--- src/rtl/i2c_byte_sequencer.sv ---
// i2c_byte_sequencer
//   Byte-level I2C command sequencer between the register front end and the
//   bit-level SCL/SDA engine. One byte command (start/stop/read/write, tx byte,
//   master ack bit) becomes START, 8 data bits, an ACK bit and STOP. Each bit
//   command is handed to the bit engine with an i_bit_ack handshake. One
//   o_cmd_ack strobe is returned per byte command, either on completion or on
//   arbitration loss.
// Ports
//   clk, rst          clock (rising edge), asynchronous active-low reset
//   i_core_rst        synchronous active-high soft reset, same effect as rst
//   i_ena             enables acceptance of new commands
//   i_start/i_stop    START before / STOP after the data phase
//   i_read/i_write    data phase direction (read has priority)
//   i_ack_in          master ACK bit after a read (1 = NACK)
//   i_din             byte to transmit, sampled at acceptance
//   o_cmd_ack         one-cycle strobe: byte command complete or aborted
//   o_ack_out         slave ACK bit after a write (1 = NACK)
//   o_dout            received byte
//   o_busy            sequencer not idle
//   o_bit_cmd/o_bit_din  bit-engine command (NOP/START/STOP/WRITE/READ) and SDA
//   i_bit_ack/i_bit_dout/i_bit_al  bit-engine done strobe, sampled SDA, arb lost
module i2c_byte_sequencer (
  input  logic       clk,
  input  logic       rst,
  input  logic       i_core_rst,
  input  logic       i_ena,
  input  logic       i_start,
  input  logic       i_stop,
  input  logic       i_read,
  input  logic       i_write,
  input  logic       i_ack_in,
  input  logic [7:0] i_din,
  output logic       o_cmd_ack,
  output logic       o_ack_out,
  output logic [7:0] o_dout,
  output logic       o_busy,
  output logic [2:0] o_bit_cmd,
  output logic       o_bit_din,
  input  logic       i_bit_ack,
  input  logic       i_bit_dout,
  input  logic       i_bit_al
);

  localparam logic [2:0] ST_IDLE  = 3'd0;
  localparam logic [2:0] ST_START = 3'd1;
  localparam logic [2:0] ST_WRITE = 3'd2;
  localparam logic [2:0] ST_READ  = 3'd3;
  localparam logic [2:0] ST_ACK   = 3'd4;
  localparam logic [2:0] ST_STOP  = 3'd5;

  localparam logic [2:0] CMD_NOP   = 3'd0;
  localparam logic [2:0] CMD_START = 3'd1;
  localparam logic [2:0] CMD_STOP  = 3'd2;
  localparam logic [2:0] CMD_WRITE = 3'd3;
  localparam logic [2:0] CMD_READ  = 3'd4;

  logic [2:0] r_state;
  logic [7:0] r_sreg;
  logic [2:0] r_cnt;
  logic       r_rd;

  logic [2:0] w_state;
  logic [7:0] w_sreg;
  logic [2:0] w_cnt;
  logic       w_rd;
  logic [2:0] w_cmd;
  logic       w_din;
  logic       w_cmd_ack;
  logic       w_ack_out;
  logic [7:0] w_dout;
  logic       w_accept;

  // o_cmd_ack high last cycle blocks acceptance so the front end has one
  // cycle to clear its command bits.
  assign w_accept = i_ena & (i_start | i_stop | i_read | i_write) & ~o_cmd_ack;

  // DONE is folded into the transition back to IDLE: the finishing edge loads
  // IDLE, NOP and the o_cmd_ack strobe together.
  always_comb begin
    w_state   = r_state;
    w_sreg    = r_sreg;
    w_cnt     = r_cnt;
    w_rd      = r_rd;
    w_cmd     = o_bit_cmd;
    w_din     = o_bit_din;
    w_cmd_ack = 1'b0;
    w_ack_out = o_ack_out;
    w_dout    = o_dout;

    case (r_state)
      ST_IDLE: begin
        if (w_accept) begin
          w_sreg = i_din;
          w_cnt  = 3'd7;
          w_din  = 1'b0;
          if (i_start) begin
            w_state = ST_START;
            w_cmd   = CMD_START;
          end else if (i_read) begin
            w_state = ST_READ;
            w_cmd   = CMD_READ;
            w_rd    = 1'b1;
          end else if (i_write) begin
            w_state = ST_WRITE;
            w_cmd   = CMD_WRITE;
            w_din   = i_din[7];
            w_rd    = 1'b0;
          end else begin
            w_state = ST_STOP;
            w_cmd   = CMD_STOP;
          end
        end
      end
      ST_START: begin
        if (i_bit_ack) begin
          w_din = 1'b0;
          if (i_read) begin
            w_state = ST_READ;
            w_cmd   = CMD_READ;
            w_rd    = 1'b1;
          end else if (i_write) begin
            w_state = ST_WRITE;
            w_cmd   = CMD_WRITE;
            w_din   = r_sreg[7];
            w_rd    = 1'b0;
          end else if (i_stop) begin
            w_state = ST_STOP;
            w_cmd   = CMD_STOP;
          end else begin
            w_state   = ST_IDLE;
            w_cmd     = CMD_NOP;
            w_cmd_ack = 1'b1;
          end
        end
      end
      ST_WRITE: begin
        if (i_bit_ack) begin
          w_sreg = {r_sreg[6:0], 1'b0};
          if (r_cnt == 3'd0) begin
            w_state = ST_ACK;
            w_cmd   = CMD_READ;
            w_din   = 1'b0;
          end else begin
            w_cnt = r_cnt - 3'd1;
            w_din = r_sreg[6];  // MSB of the shifted register
          end
        end
      end
      ST_READ: begin
        if (i_bit_ack) begin
          w_sreg = {r_sreg[6:0], i_bit_dout};
          if (r_cnt == 3'd0) begin
            w_state = ST_ACK;
            w_cmd   = CMD_WRITE;
            w_din   = i_ack_in;
          end else begin
            w_cnt = r_cnt - 3'd1;
          end
        end
      end
      ST_ACK: begin
        if (i_bit_ack) begin
          if (r_rd) w_dout    = r_sreg;
          else      w_ack_out = i_bit_dout;
          w_din = 1'b0;
          if (i_stop) begin
            w_state = ST_STOP;
            w_cmd   = CMD_STOP;
          end else begin
            w_state   = ST_IDLE;
            w_cmd     = CMD_NOP;
            w_cmd_ack = 1'b1;
          end
        end
      end
      ST_STOP: begin
        if (i_bit_ack) begin
          w_state   = ST_IDLE;
          w_cmd     = CMD_NOP;
          w_din     = 1'b0;
          w_cmd_ack = 1'b1;
        end
      end
      default: begin
        w_state = ST_IDLE;
        w_cmd   = CMD_NOP;
        w_din   = 1'b0;
      end
    endcase

    // Arbitration loss overrides any bit_ack taken above; results untouched.
    if ((r_state != ST_IDLE) && i_bit_al) begin
      w_state   = ST_IDLE;
      w_sreg    = r_sreg;
      w_cnt     = r_cnt;
      w_cmd     = CMD_NOP;
      w_din     = 1'b0;
      w_cmd_ack = 1'b1;
      w_ack_out = o_ack_out;
      w_dout    = o_dout;
    end
  end

  always_ff @(posedge clk or negedge rst) begin
    if (!rst) begin
      r_state   <= ST_IDLE;
      r_sreg    <= '0;
      r_cnt     <= '0;
      r_rd      <= 1'b0;
      o_bit_cmd <= CMD_NOP;
      o_bit_din <= 1'b0;
      o_cmd_ack <= 1'b0;
      o_ack_out <= 1'b0;
      o_dout    <= '0;
      o_busy    <= 1'b0;
    end else if (i_core_rst) begin
      r_state   <= ST_IDLE;
      r_sreg    <= '0;
      r_cnt     <= '0;
      r_rd      <= 1'b0;
      o_bit_cmd <= CMD_NOP;
      o_bit_din <= 1'b0;
      o_cmd_ack <= 1'b0;
      o_ack_out <= 1'b0;
      o_dout    <= '0;
      o_busy    <= 1'b0;
    end else begin
      r_state   <= w_state;
      r_sreg    <= w_sreg;
      r_cnt     <= w_cnt;
      r_rd      <= w_rd;
      o_bit_cmd <= w_cmd;
      o_bit_din <= w_din;
      o_cmd_ack <= w_cmd_ack;
      o_ack_out <= w_ack_out;
      o_dout    <= w_dout;
      o_busy    <= (w_state != ST_IDLE);
    end
  end

endmodule

--- config.mk ---
export PLATFORM = sky130hd
export DESIGN_NAME = i2c_byte_sequencer
export DESIGN_NICKNAME = d
export VERILOG_FILES = /design/src/rtl/i2c_byte_sequencer.sv
export SDC_FILE = /design/constraint.sdc
export NUM_CORES = 1
export LEC_CHECK = 0
export CORE_ASPECT_RATIO = 1.4
export CORE_MARGIN = 2
export CORE_UTILIZATION = 56
export CTS_BUF_LIST = sky130_fd_sc_hd__clkbuf_8 sky130_fd_sc_hd__clkbuf_16
export CTS_CLUSTER_DIAMETER = 50
export DETAILED_ROUTE_END_ITERATION = 16
export PLACE_DENSITY = 0.85
export SLEW_MARGIN = 20
export SYNTH_ARGS = -nofsm -noshare
export SYNTH_HDL_FRONTEND = slang
export SYNTH_SLANG_ARGS = --single-unit
--- constraint.sdc ---
create_clock -name clk -period 3.54 [get_ports clk]
set_clock_uncertainty 0.1 [all_clocks]
set_input_delay 1.062 -clock clk [delete_from_list [all_inputs] [get_ports clk]]
set_output_delay 1.062 -clock clk [all_outputs]
set_load 0.02 [all_outputs]
==> After elaboration in Yosys (flattened, before gate mapping) <==
Index checks and enable logic that the tools add are counted.
{ "word_totals": {"register_bits": 30, "input_bits": 20, "output_inout_bits": 15, "word_cells": 146} }
{ "classes": {"addsub": 1, "eq_ne": 23, "n_mux": 86, "n_bitwise": 6, "n_reduce_logical": 20} }
{ "ops": {"columns": ["cell", "n"], "rows": [
  ["3-bit 2-to-1 mux", 32],
  ["8-bit 2-to-1 mux", 10],
  ["1-bit 2-to-1 mux", 35],
  ["4-bit != test (second input constant)", 8],
  ["8-bit case mux with 3 select lines", 1],
  ["3-bit != test (second input constant)", 6],
  ["3-bit case mux with 6 select lines", 1],
  ["3-bit case mux with 5 select lines", 1],
  ["4-bit AND reduction", 3],
  ["3-bit nonzero test", 4],
  ["5-bit AND reduction", 2],
  ["8-bit AND reduction", 1],
  ["3-bit by 2-bit == test with 1-bit output (second input constant)", 2],
  ["3-bit == test (second input constant)", 2],
  ["3-bit logical NOT", 2],
  ["3-bit case mux with 2 select lines", 1],
  ["6-bit AND reduction", 1],
  ["2-bit nonzero test", 3],
  ["1-bit case mux with 5 select lines", 1],
  ["2-bit 2-to-1 mux", 2],
  ["2-bit != test (second input constant)", 2],
  ["4-bit by 1-bit != test with 1-bit output (second input constant)", 1],
  ["4-bit nonzero test", 1],
  ["2-bit OR reduction", 2],
  ["other kinds (9)", 12]
]} }

==> Longest topological paths before layout <==
Gate-level depths: netlist (run 1).
{ "logic_depth": {"ltp_word": 10, "mapped_depth": 7, "mapped_depth_nobuf": 7} }

==> Least setup slack after synthesis (run 1) <==
No wires, ideal clock.
{ "synth_path": {"path_kind": "input port to flip-flop", "from": "in i_read", "to": "reg r_sreg[0]", "setup_time_ns": 0.125, "t_arrival_ns": 2.287, "t_required_ns": 3.315, "path_slack_ns": 1.028, "cell_stages": 6, "n_path_buf": 2, "cell_sequence": "buf_2 > nor4_4 > nor3_2 > o31a_1 > buf_6 > mux2_4"} }
{ "synth_between": {"elab_chain_cells": 6} }
{ "synth_lines": {"columns": ["item", "line", "text"], "rows": [
  ["start: declaration", "29", "input logic i_read,"],
  ["1-bit bitwise OR (2 in a row)", "75", "assign w_accept = i_ena & (i_start | i_stop | i_read | i_write) & ~o_cmd_ack;"],
  ["1-bit bitwise AND (2 in a row)", "75", null],
  ["3-bit != test (no line)", null, null],
  ["5-bit AND reduction (no line)", null, null],
  ["end signal: assignment", "229", "r_sreg <= w_sreg;"],
  ["end: declaration", "58", "logic [7:0] r_sreg;"]
]} }
No other way between the ends.
A chain may end at the register's enable or synchronous reset.

==> Worst setup path after layout (run 1) <==
{ "layout_path": {"from": "in i_stop", "to": "reg r_sreg[5]"} }
{ "layout_between": {"elab_chain_cells": 7} }
{ "layout_lines": {"columns": ["item", "line", "text"], "rows": [
  ["start: declaration", "28", "input logic i_stop,"],
  ["1-bit bitwise OR (3 in a row)", "75", null],
  ["1-bit bitwise AND (2 in a row)", "75", null],
  ["3-bit != test (no line)", null, null],
  ["5-bit AND reduction (no line)", null, null]
]} }
No other way between the ends.

==> impl_metrics.py, run 1 <==
metrics = {
    "logic_synthesis": {
        "yosysUniqueCellTypes": 53,
        "synthMuxAreaShare": 0.1300,
        "number_of_nets_in_the_synthesized_netlist": 219,
        "ys_seq_elements": 30,
        "post_synthesis_sequential_area_ratio": 0.4000,
        "syn-instance-count": 197,
        "synth_compound_area_frac": 0.2053,
        "main_combinational_cell_family_by_area_after_synthesis": "compound AO/OA/AOI/OAI gates",
        "synth-edff-count": 0,
        "share_of_flip_flops_with_an_asynchronous_set_or_reset": 1.000,
        "post_synth_instance_area_um2": 1877,
        "dominantRegCellSynth": "sky130_fd_sc_hd__dfrtp_1",
        "avgSynthCellArea_um2": 9.527,
        "synth_simple_gate_area_frac": 0.2053,
        "synthXorXnorAreaFrac": 0,
        "synth-adder-area-share": 0.01333,
        "synth.yosys.warnings": 0,
    },
    "drt": {
        "wl_met1_um": 1847,
        "route.detailed.vias_per_inst": 6.231,
        "routed_wl_per_cell_um": 17.14,
        "met2_routed_wirelength_um": 2391,
        "num_vias": 1670,
        "drc_errors": 0,
        "finalWirelength_um": 4594,
        "dr.max_layer_used": "met4",
        "antenna_left": 0,
        "wl_met3_um": 267,
        "detail_route.iter0.violations": 78,
        "detailedRoute.firstPassIterationCount": 4,
    },
    "power": {
        "irDropWorstVdd_mv": 0.6346,
        "total_leakage_power_nw": 1.072,
        "cellPowerDensity_nw_per_um2": 471.3,
        "total_power_w": 0.001103,
    },
    "setup_path": {
        "worst_flop_to_flop_path_startpoint": "r_state[1]$_DFF_PN0_",
        "timing.setup.critical_path_class": "input pin to register",
        "crit_path_end": "r_sreg[5]$_DFFE_PN0P_",
        "timing.rr.end": "r_sreg[5]$_DFFE_PN0P_",
        "reg2reg_depth": 4,
        "crit_path_top_delay_cell": "sky130_fd_sc_hd__clkdlybuf4s50_1",
        "crit_arrival_ns": 2.98,
        "setup.reg_to_reg.worst_slack_ns": 1.09,
        "crit_path_cell_trace": "clkdlybuf4s50_1 -> nor4_4 -> nor3_2 -> o31a_1 -> mux2_4",
        "critPathLaunch": "i_stop",
        "start_kind": "input pin",
        "crit_fanout": 8,
        "critical_path.endpoint_type": "register",
        "cp_slowest_stage_delay_ns": 0.56,
        "timing.critical_path.required_ns": 3.61,
    },
    "floorplan": {
        "die-width_um": 52.93,
        "chipHeight_um": 72.50,
        "pin_count": 35,
        "floorplan.rows": 24,
        "floorplan.core_area_um2": 3153,
        "initial_utilization": 0.5952,
        "die_area_um2": 3837,
    },
    "sta": {
        "final_critical_path_setup_slack_ns": 0.6276,
        "tns_ns": 0,
        "timing_max_transition_violations_final": 0,
        "final_critical_period_ns": 2.912,
        "grt_setup_unrepaired": "false",
        "max-slew-margin-rel": 0.4801,
        "final_hold_viol_count": 0,
        "maxClockFrequency_mhz": 343.4,
        "worst_tran_pin_value_ns": 0.7782,
        "setup_viol": 0,
        "fin_crit_sh": 0.8227,
        "hold-worst-slack_ns": 0.4112,
    },
    "cts": {
        "htree_num_levels": 2,
        "cts_resized": 0,
        "cts.clk_slew.worst_paths_ns": 0.07,
        "cts_made_buffers": 5,
        "ctsLongestPathBuffers": 2,
        "cts_tree": "done",
        "numClockSinks": 30,
        "clock_insertion_delay_at_the_later_pin_of_the_skew_report_ns": 0.29,
        "number_of_buffers_added_for_setup_after_cts": 0,
        "postCtsHoldBufs": 0,
        "clockRootBuffer": "sky130_fd_sc_hd__clkbuf_8",
    },
    "finish": {
        "fin_nets": 250,
        "antenna_cells": 0,
        "mostFrequentLayoutCell": "sky130_fd_sc_hd__clkdlybuf4s50_1",
        "ratio_of_cells_with_drive_above_1_in_the_final_layout": 0.1397,
        "fillers": 234,
        "synthToLayoutAreaGrowth_pct": 24.73,
        "most_frequent_cells_in_the_layout": "sky130_fd_sc_hd__clkdlybuf4s50_1, sky130_fd_sc_hd__dfrtp_1, sky130_fd_sc_hd__nand2_1",
    },
    "grt": {
        "first_global_vias": 1630,
        "antenna_found_initial": 0,
        "maximum_number_of_pins_on_one_net_before_global_route_repair": 31,
        "gr-total-overflow": 0,
        "groute.usage.overall": 0.2669,
        "global_route_wire_length_before_repair_um": 7445,
    },
    "run_status": {
        "status": "complete, no violations",
    },
    "placement": {
        "gp_congestion": 0.9461,
        "preCtsSetupSlack_ns": 0.3375,
        "placement.io_buffers": 34,
        "detailed_place_hpwl_um": 3175,
    },
    "run": {
        "max_cap_violations": 0,
    },
    "hold_path": {
        "min-delay-path-class": "register to register",
        "worstHoldStart": "o_bit_din$_DFFE_PN0P_",
    },
}
==> synthesized netlist by cell type (all sizes together), types with 2 or more instances <==
master / instances / area share
a21o: 5 / 0.020
or3: 2 / 0.0093
a32oi: 2 / 0.0093
nor2b: 3 / 0.010
dfrtp: 30 / 0.40
nor4: 2 / 0.015
inv: 4 / 0.0080
buf: 8 / 0.024
nor3b: 2 / 0.0080
nand2: 25 / 0.050
nor2: 20 / 0.040
nand2b: 5 / 0.017
o31ai: 4 / 0.016
o21ai: 6 / 0.016
a21oi: 15 / 0.040
ha: 2 / 0.013
or2: 2 / 0.0067
mux2: 11 / 0.082
a22o: 3 / 0.014
clkbuf: 7 / 0.014
a221oi: 2 / 0.0093
mux2i: 9 / 0.048
nand3b: 3 / 0.012
==> area by class of cell <==
type                    instances  area (um2)  share of cell area
multi-input cells             148        1040              0.4441
flip-flops and latches         30       750.7              0.3207
inverters                       4       15.01            0.006414
repair buffers                 39       377.9              0.1614
well taps                      39       48.80             0.02084
clock inverters                 3       40.04             0.01710
clock buffers                   5       68.82             0.02940
==> critical path: cells and delay by family <==
kind / cells / cell delay (ns)
buffers and inverters: 1 / 0.56
AND/OR/NAND/NOR: 2 / 0.53
AO/OA/AOI/OAI: 1 / 0.47
multiplexers: 1 / 0.36
==> power by group <==
part	internal, W	switching (W)	total [W]
logic	0.000164	0.000166	0.000330
registers	0.000384	0.0000421	0.000426
clock network	0.000207	0.000140	0.000347
total	0.000755	0.000348	0.00110
==> registers in the layout, summed over array words and instances (netlist names) <==
name       count
o_busy         1
r_state        3
r_rd           1
o_bit_din      1
o_bit_cmd      3
r_cnt          3
o_dout         8
r_sreg         8
o_cmd_ack      1
o_ack_out      1
==> layer usage <==
metal	track usage	vias up
met1	0.3311	822
met4	0.1168	0
met5	0	-
li1	-	778
met3	0.05556	9
met2	0.4417	61
==> how the worst min path moves through the flow <==
stage | cells past startpoint | endpoint | slack (ns)
after global routing | 1 | o_bit_cmd[2]$_DFFE_PN0P_ | 0.44
after detailed placement | 1 | o_bit_din$_DFFE_PN0P_ | 0.39
after global placement | 1 | o_bit_cmd[1]$_DFFE_PN0P_ | 0.39
after CTS | 1 | o_bit_din$_DFFE_PN0P_ | 0.41
final | 1 | o_bit_din$_DFFE_PN0P_ | 0.41
after floorplan | 1 | r_sreg[0]$_DFFE_PN0P_ | 0.40
==> stage by stage <==
stage	cells	instance area (um2)	utilization
after global placement	260	2232	0.7079
final	268	2341	0.7425
after detailed placement	260	2232	0.7079
after CTS	268	2341	0.7425
after global routing	268	2341	0.7425
after floorplan	197	1877	-
==> cell families after synthesis <==
| kind of cell | count (synthesis) |
|---|---|
| buffers and inverters | 19 |
| multiplexers | 20 |
| adder cells (fa/ha/maj) | 2 |
| AND/OR/NAND/NOR | 72 |
| AO/OA/AOI/OAI | 54 |
| flip-flops | 30 |
Power figures use the tool's default switching activity.
==> inputs of run 2 (changes only) <==
Settings changed: CORE_UTILIZATION 56 to 47, PLACE_DENSITY 0.85 to 0.76.
Clock period 3.54 ns to 2.64 ns, I/O delays scaled along.
==> impl_metrics.py, run 2 (synthesis gave the netlist of run 1 again) <==
metrics = {
    "power": {
        "netSwitchingPower_w": 0.0004740,
        "p_int_w": 0.001175,
        "cellPowerDensity_nw_per_um2": 653.7,
        "swShare": 0.2875,
        "power.clock.fraction": 0.360,
        "sequential_group_share_of_total_power": 0.339,
        "irDropWorstVdd_mv": 0.5827,
        "total_leakage_power_nw": 1.178,
        "gate_power_share": 0.301,
    },
    "placement": {
        "preCtsSetupSlack_ns": -0.1514,
        "placement.io_buffers": 34,
        "gp_congestion": 0.8603,
        "dp_cells": 283,
        "detailed_place_hpwl_um": 3250,
    },
    "cts": {
        "htree_num_levels": 2,
        "clock_insertion_delay_at_the_later_pin_of_the_skew_report_ns": 0.29,
        "numClockSinks": 30,
        "clockRootBuffer": "sky130_fd_sc_hd__clkbuf_8",
        "postCtsHoldBufs": 0,
        "number_of_buffers_added_for_setup_after_cts": 0,
        "cts_tree": "done",
        "ctsLongestPathBuffers": 2,
        "cts_made_buffers": 5,
        "cts.clk_slew.worst_paths_ns": 0.07,
        "cts_resized": 0,
    },
    "sta": {
        "tns_ns": 0,
        "hold-worst-slack_ns": 0.4043,
        "final_hold_viol_count": 0,
        "worst_tran_pin_value_ns": 0.5407,
        "maxClockFrequency_mhz": 402.3,
        "timing_max_transition_violations_final": 0,
        "max-slew-margin-rel": 0.6395,
        "setup_viol": 0,
        "final_critical_path_setup_slack_ns": 0.1542,
        "grt_setup_unrepaired": "false",
        "final_critical_period_ns": 2.486,
        "fin_crit_sh": 0.9416,
    },
    "finish": {
        "synthToLayoutAreaGrowth_pct": 34.40,
        "fin_nets": 269,
        "mostFrequentLayoutCell": "sky130_fd_sc_hd__clkdlybuf4s50_1",
        "ratio_of_cells_with_drive_above_1_in_the_final_layout": 0.2056,
        "seqCellArea_um2": 750.7,
        "layout.cells.non_filler": 291,
        "finish.utilization": 0.6493,
        "fillers": 316,
        "antenna_cells": 0,
        "most_frequent_cells_in_the_layout": "sky130_fd_sc_hd__clkdlybuf4s50_1, sky130_fd_sc_hd__dfrtp_1, sky130_fd_sc_hd__nand2_1",
        "multi_input_area_um2": 1040,
        "largestRegisters": "o_dout x8, r_sreg x8",
    },
    "drt": {
        "route.detailed.vias_per_inst": 5.797,
        "antenna_left": 0,
        "routed_wl_per_cell_um": 15.66,
        "num_vias": 1687,
        "detailedRoute.firstPassIterationCount": 4,
        "finalWirelength_um": 4556,
        "detail_route.iter0.violations": 84,
        "drc_errors": 0,
    },
    "setup_path": {
        "cp_slowest_stage_delay_ns": 0.47,
        "timing.setup.critical_path_class": "input pin to register",
        "critical_path.endpoint_type": "register",
        "crit_path_top_delay_cell": "sky130_fd_sc_hd__o31a_1",
        "timing.critical_path.required_ns": 2.71,
        "crit_arrival_ns": 2.56,
        "crit_path_leading_delay_family": "simple AND/OR/NAND/NOR gates",
        "start_kind": "input pin",
        "crit_fanout": 8,
        "timing.critical_path.buf_inv": 1,
        "crit_path_cell_trace": "clkdlybuf4s50_1 -> nor4_4 -> nor3_2 -> o31a_1 -> mux2_4",
    },
    "grt": {
        "groute.usage.overall": 0.2168,
        "global_route_wire_length_before_repair_um": 7534,
        "first_global_vias": 1608,
        "gr-total-overflow": 0,
        "antenna_found_initial": 0,
        "maximum_number_of_pins_on_one_net_before_global_route_repair": 31,
    },
    "floorplan": {
        "die-width_um": 57.41,
        "chipHeight_um": 78.77,
        "die_area_um2": 4522,
        "floorplan.core_area_um2": 3885,
        "floorplan.rows": 27,
        "initial_utilization": 0.4831,
        "pin_count": 35,
    },
    "hold_path": {
        "min-delay-path-class": "register to register",
    },
    "run_status": {
        "status": "complete, no violations",
    },
    "run": {
        "max_cap_violations": 0,
    },
}
[run 2: cell types whose count changed in the layout (fill, tap and decap cells not counted), sizes merged]
| cell | before | now |
|---|---|---|
| bufinv | 1 | 2 |
| clkbuf | 5 | 6 |
| clkinv | 2 | 0 |
| buf | 5 | 24 |
[run 2: power groups by stage]
stage | clock (W) | sequential [W] | combinational, W
2_1_floorplan | 0 | 0.000576 | 0.000298
3_3_place_gp | 0 | 0.000564 | 0.000490
3_5_place_dp | 0 | 0.000566 | 0.000496
4_1_cts | 0.000600 | 0.000559 | 0.000499
5_1_grt | 0.000611 | 0.000568 | 0.000543
6_report | 0.000593 | 0.000559 | 0.000497
[run 2: area by class of cell]
type,count,share of cell area
clock inverters,2,0.02381
repair buffers,58,0.2063
flip-flops and latches,30,0.2976
multi-input cells,148,0.4122
inverters,4,0.005952
clock buffers,6,0.03274
well taps,43,0.02133
[run 2: worst paths after layout]
kind,end,slack [ns],cells past startpoint,startpoint
max in group asynchronous,o_dout[5]$_DFFE_PN0P_,1.36,2,rst
setup reg to reg,r_sreg[6]$_DFFE_PN0P_,0.47,4,r_state[1]$_DFF_PN0_
hold / removal,o_bit_cmd[1]$_DFFE_PN0P_,0.40,1,o_bit_cmd[1]$_DFFE_PN0P_
hold reg to reg,o_bit_cmd[1]$_DFFE_PN0P_,0.40,1,o_bit_cmd[1]$_DFFE_PN0P_
setup / recovery,r_sreg[6]$_DFFE_PN0P_,0.15,5,i_stop
min in group asynchronous,r_state[1]$_DFF_PN0_,0.79,2,rst
[run 2: per-layer routing]
layer | part of all wire | wire length, um | GRT usage
met2 | 0.52 | 2352 | 0.3489
met4 | 0.016 | 72 | 0.09767
met5 | 0 | 0 | 0
met3 | 0.043 | 197 | 0.04886
met1 | 0.42 | 1934 | 0.2749
[run 2: metrics by stage]
| step | instance area, um2 | power (W) |
|---|---|---|
| 5_1_grt | 2522 | 0.001721 |
| 4_1_cts | 2522 | 0.001658 |
| 3_5_place_dp | 2380 | 0.001062 |
| 6_report | 2522 | 0.001649 |
| 2_1_floorplan | 1877 | 0.0008745 |
| 3_3_place_gp | 2380 | 0.001054 |
